===== config.mk =====
export PLATFORM = sky130hd
export DESIGN_NAME = wb_mst
export DESIGN_NICKNAME = d
export VERILOG_FILES = /design/src/rtl/wb_pkg.sv /design/src/rtl/wb_timeout_cnt.sv /design/src/rtl/wb_mst.sv
export SDC_FILE = /design/constraint.sdc
export NUM_CORES = 1
export LEC_CHECK = 0
export CAP_MARGIN = 20
export CORE_MARGIN = 1.5
export CORE_UTILIZATION = 42
export CTS_BUF_LIST = sky130_fd_sc_hd__clkbuf_4
export DETAILED_ROUTE_END_ITERATION = 16
export PLACE_DENSITY = 0.82
export SLEW_MARGIN = 20
export SYNTH_ARGS = -nofsm -noshare
export SYNTH_HDL_FRONTEND = slang
export SYNTH_SLANG_ARGS = --single-unit
export TNS_END_PERCENT = 50

===== constraint.sdc =====
create_clock -name clk -period 1.6 [get_ports clk]
set_input_delay 0.16 -clock clk [delete_from_list [all_inputs] [get_ports clk]]
set_output_delay 0.16 -clock clk [all_outputs]
set_load 0.05 [all_outputs]

===== src/rtl/wb_pkg.sv =====
// Shared types and constants for the Wishbone-style master.
// Optional timeout logic in wb_mst is enabled with WB_MST_TIMEOUT_EN.
package wb_pkg;

    typedef enum logic [1:0] {
        IDLE = 2'd0,
        REQ  = 2'd1,
        RESP = 2'd2
    } mst_state_t;

    localparam int WB_ADDR_W          = 8;
    localparam int WB_DATA_W          = 8;
    localparam int WB_TIMEOUT_DEFAULT = 16;
    localparam int WB_TIMEOUT_CNT_W   = 8;

endpackage


===== src/rtl/wb_timeout_cnt.sv =====
// Counts strobe cycles without acknowledge; expired flags the cycle the limit is hit.
// Only instantiated by wb_mst when WB_MST_TIMEOUT_EN is defined.
module wb_timeout_cnt
    import wb_pkg::*;
#(
    parameter int LIMIT = WB_TIMEOUT_DEFAULT
) (
    input  logic clk,
    input  logic rst_n,
    input  logic clear,
    input  logic en,
    output logic expired
);

    logic [WB_TIMEOUT_CNT_W-1:0] cnt;

    // expired fires on the edge that would complete the LIMIT-th waiting cycle
    assign expired = en && (cnt == WB_TIMEOUT_CNT_W'(LIMIT - 1));

    always_ff @(posedge clk or negedge rst_n) begin
        if (!rst_n) begin
            cnt <= '0;
        end else if (clear) begin
            cnt <= '0;
        end else if (en && !expired) begin
            cnt <= cnt + 1'b1;
        end
    end

endmodule


===== src/rtl/wb_mst.sv =====
// Single-outstanding Wishbone-style master: one bus transaction per command.
// Define WB_MST_TIMEOUT_EN to abort strobes that are not acknowledged in time.
module wb_mst
    import wb_pkg::*;
#(
    parameter int ADDR_W         = WB_ADDR_W,
    parameter int DATA_W         = WB_DATA_W,
    parameter int TIMEOUT_CYCLES = WB_TIMEOUT_DEFAULT
) (
    input  logic              clk,
    input  logic              rst_n,
    input  logic              cmd_valid,
    output logic              cmd_ready,
    input  logic              cmd_we,
    input  logic [ADDR_W-1:0] cmd_addr,
    input  logic [DATA_W-1:0] cmd_wdata,
    output logic              rsp_valid,
    input  logic              rsp_ready,
    output logic [DATA_W-1:0] rsp_rdata,
    output logic              rsp_err,
    output logic              we,
    output logic              stb,
    output logic [ADDR_W-1:0] addr,
    output logic [DATA_W-1:0] wdata,
    input  logic [DATA_W-1:0] rdata,
    input  logic              ack
);

    // Handshakes: a transfer happens on a rising edge where valid and ready are both high;
    // valid holds its payload stable until that edge.

    mst_state_t        state, state_n;
    logic              ready_en;
    logic              stb_n, we_n, rsp_valid_n, rsp_err_n;
    logic [ADDR_W-1:0] addr_n;
    logic [DATA_W-1:0] wdata_n, rsp_rdata_n;
    logic              timed_out;

    // ready_en keeps cmd_ready low until the first edge after reset release
    assign cmd_ready = ready_en && (state == IDLE);

`ifdef WB_MST_TIMEOUT_EN
    logic cnt_clear, cnt_en;

    assign cnt_clear = cmd_valid && cmd_ready;
    assign cnt_en    = (state == REQ) && !ack;

    wb_timeout_cnt #(.LIMIT(TIMEOUT_CYCLES)) u_timeout (
        .clk     (clk),
        .rst_n   (rst_n),
        .clear   (cnt_clear),
        .en      (cnt_en),
        .expired (timed_out)
    );
`else
    assign timed_out = 1'b0;
`endif

    always_comb begin
        state_n     = state;
        stb_n       = stb;
        we_n        = we;
        addr_n      = addr;
        wdata_n     = wdata;
        rsp_valid_n = rsp_valid;
        rsp_rdata_n = rsp_rdata;
        rsp_err_n   = rsp_err;
        case (state)
            IDLE: begin
                if (cmd_valid && cmd_ready) begin
                    stb_n   = 1'b1;
                    we_n    = cmd_we;
                    addr_n  = cmd_addr;
                    wdata_n = cmd_wdata;
                    state_n = REQ;
                end
            end
            REQ: begin
                // Dropping stb on the ack edge prevents the slave from seeing a second request
                if (ack) begin
                    stb_n       = 1'b0;
                    we_n        = 1'b0;
                    rsp_rdata_n = we ? '0 : rdata;
                    rsp_valid_n = 1'b1;
                    rsp_err_n   = 1'b0;
                    state_n     = RESP;
                end else if (timed_out) begin
                    stb_n       = 1'b0;
                    we_n        = 1'b0;
                    rsp_rdata_n = '0;
                    rsp_valid_n = 1'b1;
                    rsp_err_n   = 1'b1;
                    state_n     = RESP;
                end
            end
            RESP: begin
                if (rsp_ready) begin
                    rsp_valid_n = 1'b0;
                    state_n     = IDLE;
                end
            end
            default: state_n = IDLE;
        endcase
    end

    always_ff @(posedge clk or negedge rst_n) begin
        if (!rst_n) begin
            state     <= IDLE;
            ready_en  <= 1'b0;
            stb       <= 1'b0;
            we        <= 1'b0;
            addr      <= '0;
            wdata     <= '0;
            rsp_valid <= 1'b0;
            rsp_rdata <= '0;
            rsp_err   <= 1'b0;
        end else begin
            state     <= state_n;
            ready_en  <= 1'b1;
            stb       <= stb_n;
            we        <= we_n;
            addr      <= addr_n;
            wdata     <= wdata_n;
            rsp_valid <= rsp_valid_n;
            rsp_rdata <= rsp_rdata_n;
            rsp_err   <= rsp_err_n;
        end
    end

endmodule


* Word-level counts from Yosys, hierarchy flattened
Index checks and enable logic that the tools add are counted.
** Word-level totals
- Logic and storage cells :: 36
- Input port bits :: 30
- Bits in registers :: 30
- Output and inout bits :: 29
** Operators by class
- Reduce and logical (&&, ||, !) cells :: 10
- Multiplexer cells :: 13
- Equal/unequal tests :: 5
** Operator list (number)
- AND reduction 3 bit :: 3
- 2-to-1 mux 8 bit :: 1
- 2-to-1 mux 2 bit :: 3
- one-hot mux 1 bit (2 select lines) :: 3
- one-hot mux 2 bit (3 select lines) :: 1
- 2-to-1 mux 1 bit :: 5
- inequality test 2 bit, second input constant :: 2
- AND reduction 2 bit :: 2
- nonzero test 2 bit :: 2
- equality test 2 x 1 -> 1 bit, second input constant :: 1
- equality test 2 bit, second input constant :: 1
- logical AND 1 bit :: 2
- zero test 2 bit :: 1
- inequality test 2 x 1 -> 1 bit, second input constant :: 1

* Depth between registers and ports, before layout
Gate-level depths: netlist of the first run.
- Depth after elaboration :: 5
- Depth in mapped cells :: 4
- Depth with buffers taken out :: 3

* Worst setup path before layout of the first run
OpenSTA, ideal clock, no wires.
- Path type :: register -> output
- Start :: register state[0]
- End :: output cmd_ready
- Required time :: 1440 ps
- Path buffers :: 0
- Arrival time :: 1582 ps
- Cell stages (with the launch flop) :: 2
- Setup slack :: -142 ps
- Path through :: dfrtp_1 nor3b_1
** On the way
- Word-level cells in the longest chain between the ends :: 2
** Ends and longest elaborated chain
- from (decl) :: RTL line wb_mst.sv:32 : mst_state_t state, state_n;
- from (signal assigned) :: RTL line wb_mst.sv:118 : state <= state_n;
- zero test 2 bit :: RTL line wb_mst.sv:40 : assign cmd_ready = ready_en && (state == IDLE);
- logical AND 1 bit :: RTL line wb_mst.sv:40
- to (decl) :: RTL line wb_mst.sv:13 : output logic cmd_ready,
Every way passes these cells.

* Final worst setup path of the first run
- Start :: register state[1]
- End :: register wdata[4]
** On the way
- Word-level cells in the longest chain between the ends :: 4
** Ends and longest elaborated chain
- zero test 2 bit * :: RTL line wb_mst.sv:40, wb_mst.sv:68
- logical AND 1 bit :: RTL line wb_mst.sv:40
- logical AND 1 bit :: RTL line wb_mst.sv:70 : if (cmd_valid && cmd_ready) begin
- AND reduction 2 bit (no source line) *
- to (signal assigned) :: RTL line wb_mst.sv:123 : wdata <= wdata_n;
- to (decl) :: RTL line wb_mst.sv:24 : output logic [DATA_W-1:0] wdata,
Mark *: on every way between the ends. The rest lies on a longest branch, timed or not.
A chain may end at the register's enable or synchronous reset.

==> qor.yml, run 1 <==
finClkSkew_ns: 0.00728
synth_cells: 91
crit_path_start_kind: "flip-flop"
io_pins: 59
die_w_um: 57.4
drc: 0
grt_pass1_vias: 912
syn_area_um2: 1240
port_buffers: 57
regToRegSetupSlack_ns: 0.16
wl_per_cell_um: 13.8
h-tree-depth: 2
cp_slowest_stage_delay_ns: 0.44
gp_congestion: 0.684
cts_hold_buf: 0
synth_common_cells: "30 x dfrtp_1, 16 x mux2_4, 11 x nand2_1"
routed_wl_um: 2570
via_count: 889
hp-class: "input pin to asynchronous set/reset pin"
status: "finished, final reports clean"
numClockSinks: 30
ant_nets: 0
p_leak_nw: 0.887
cts_tree: "done"
max_cap_violations: 0
clock_latency_ns: 0.33
synth.avg_cell_area_um2: 13.7
dpl.hpwl_um: 1910
fin_crit_ns: 1.44
crit_slowest_cell: "dfrtp_1"
setup_viol_count_final: 0
synth.net_count: 121
cts_setup_buffers: 0
grt_max_degree: 31
rsz0062_at_grt: "false"
cp_max_fo: 13
cts_resized: 0
max_freq_mhz: 695
maxSlewViolCount: 0
arrival_ns: 1.65
finalPower_mw: 3.75
ys_ff_latch: 30
grtUsageTotal_pct: 17.4
dr.first_iter.drc_count: 5
crit_path_cell_trace: "and4bb_4 -> buf_12 -> mux2_4"
final_util_pct: 66.9
crit_type: "flip-flop to flip-flop"
ir_drop_v: 0.00170
coreArea_um2: 2780
initial_utilization_pct: 44.8
drt-pass1-iter-count: 4
syn2layout_area_growth_pct: 49.5
powerDensity_nw_per_um2: 2020
cts_buffers: 5
antenna_found_initial: 0
yosysWarnings: 0
yosysSeqAreaShare_pct: 60.3
synth_top_area_share_pct: 60.3
fp-row-count: 19
yosysMostFrequentCell: "dfrtp_1"
drive_gt1_share_pct: 36.8
ys_types: 18
clk_pin_slew_worst_paths_ns: 0.09
synth-edff-count: 0
period_share_pct: 89.9
vias_per_cell: 4.78
grt-ovfl-total: 0
cts-root-buf: "clkbuf_4"
fin_setup_tns_ns: 0
grt_pass1_wl_um: 4130
hold_violations: 0
fin_nets: 185
whs_ns: 0.206
die_h_um: 57.4
async_flop_share_pct: 100
crit_path_end_kind: "flip-flop"
synth_top_cell_by_area: "dfrtp_1"
required_ns: 1.81
n_antenna_cell: 0
clockBufferDepth: 2
die-area_um2: 3300
synth_ff_type: "dfrtp_1"
netlist_top_cells_area: "dfrtp_1 60%, mux2_4 19%, nand2b_1 4.0%"
state kept, by name (all words and copies together), names as in the netlist:
name,flops
addr,8
wdata,8
rsp_valid,1
stb,1
state,2
rsp_rdata,8
ready_en,1
we,1
metal layers:
| layer | part of all wire, % | global-route usage [%] |
|---|---|---|
| met4 | 1.4 | 6.98 |
| met1 | 42 | 20.3 |
| met2 | 50 | 27.9 |
| met5 | 0 | 0 |
| met3 | 7.1 | 7.71 |
cells by family (layout without fill, tap and decap cells):
family                 count (synthesis)  in the layout  share of synthesized area [%]
flip-flops                            30             30                           60.3
other                                  2              2                          0.603
AO/OA/AOI/OAI                         14             14                           6.23
multiplexers                          16             16                           19.3
buffers and inverters                  5             69                           3.11
AND/OR/NAND/NOR                       24             24                           10.5
final timing paths:
kind,start,endpoint,depth (start not counted)
worst max-delay path,state[1],wdata[4],3
worst min-delay path,rst_n,state[0],2
worst max register to register,state[1],wdata[4],3
worst min register to register,rsp_rdata[1],rsp_rdata[1],2
max in group asynchronous,rst_n,wdata[2],2
min in group clk,rdata[7],rsp_rdata[7],3
critical path, delay by kind of cell (launching register included):
kind                   cells  cell delay [ns]
muxes                      1             0.30
DFF                        1             0.44
buffers and inverters      1             0.17
and+or+nand+nor            1             0.41
metrics by stage:
step	instances	instance area (um^2)	worst slack (ns)
3_5_place_dp	179	1810	0.0593
6_report	186	1860	0.161
3_3_place_gp	179	1810	0.0922
2_1_floorplan	91	1250	0.266
4_1_cts	186	1860	0.154
5_1_grt	186	1860	0.121
layout by cell type (no fill, tap or decap), types with 2 or more instances in the layout:
cell type	count
nand2_1	11
nand2b_1	8
o21ai_0	9
clkbuf_4	7
conb_1	2
dfrtp_1	30
buf_12	2
a21oi_1	2
clkdlybuf4s50_1	29
mux2_4	16
nor2_1	2
buf_4	30
report_power, final:
group | switching, mW | total (mW) | internal [mW]
Sequential | 0.196 | 1.24 | 1.05
Combinational | 1.31 | 2.06 | 0.747
Clock | 0.249 | 0.449 | 0.199
area by class of cell:
cell class / instances / area [um^2]
fillers: 234 / 920
flip-flops and latches: 30 / 751
repair buffers: 61 / 556
multi-input cells: 56 / 460
clock buffers: 7 / 52.6
well taps: 31 / 38.8
inverters: 1 / 3.75
(Power assumes the default switching activity.)
==> run 2, diff against run 1 <==
Settings changed: ABC_AREA from default to 0, HOLD_SLACK_MARGIN from default to 0.06.
==> results of run 2 <==
The final DEF is identical to that of run 1; final timing and power are the same.
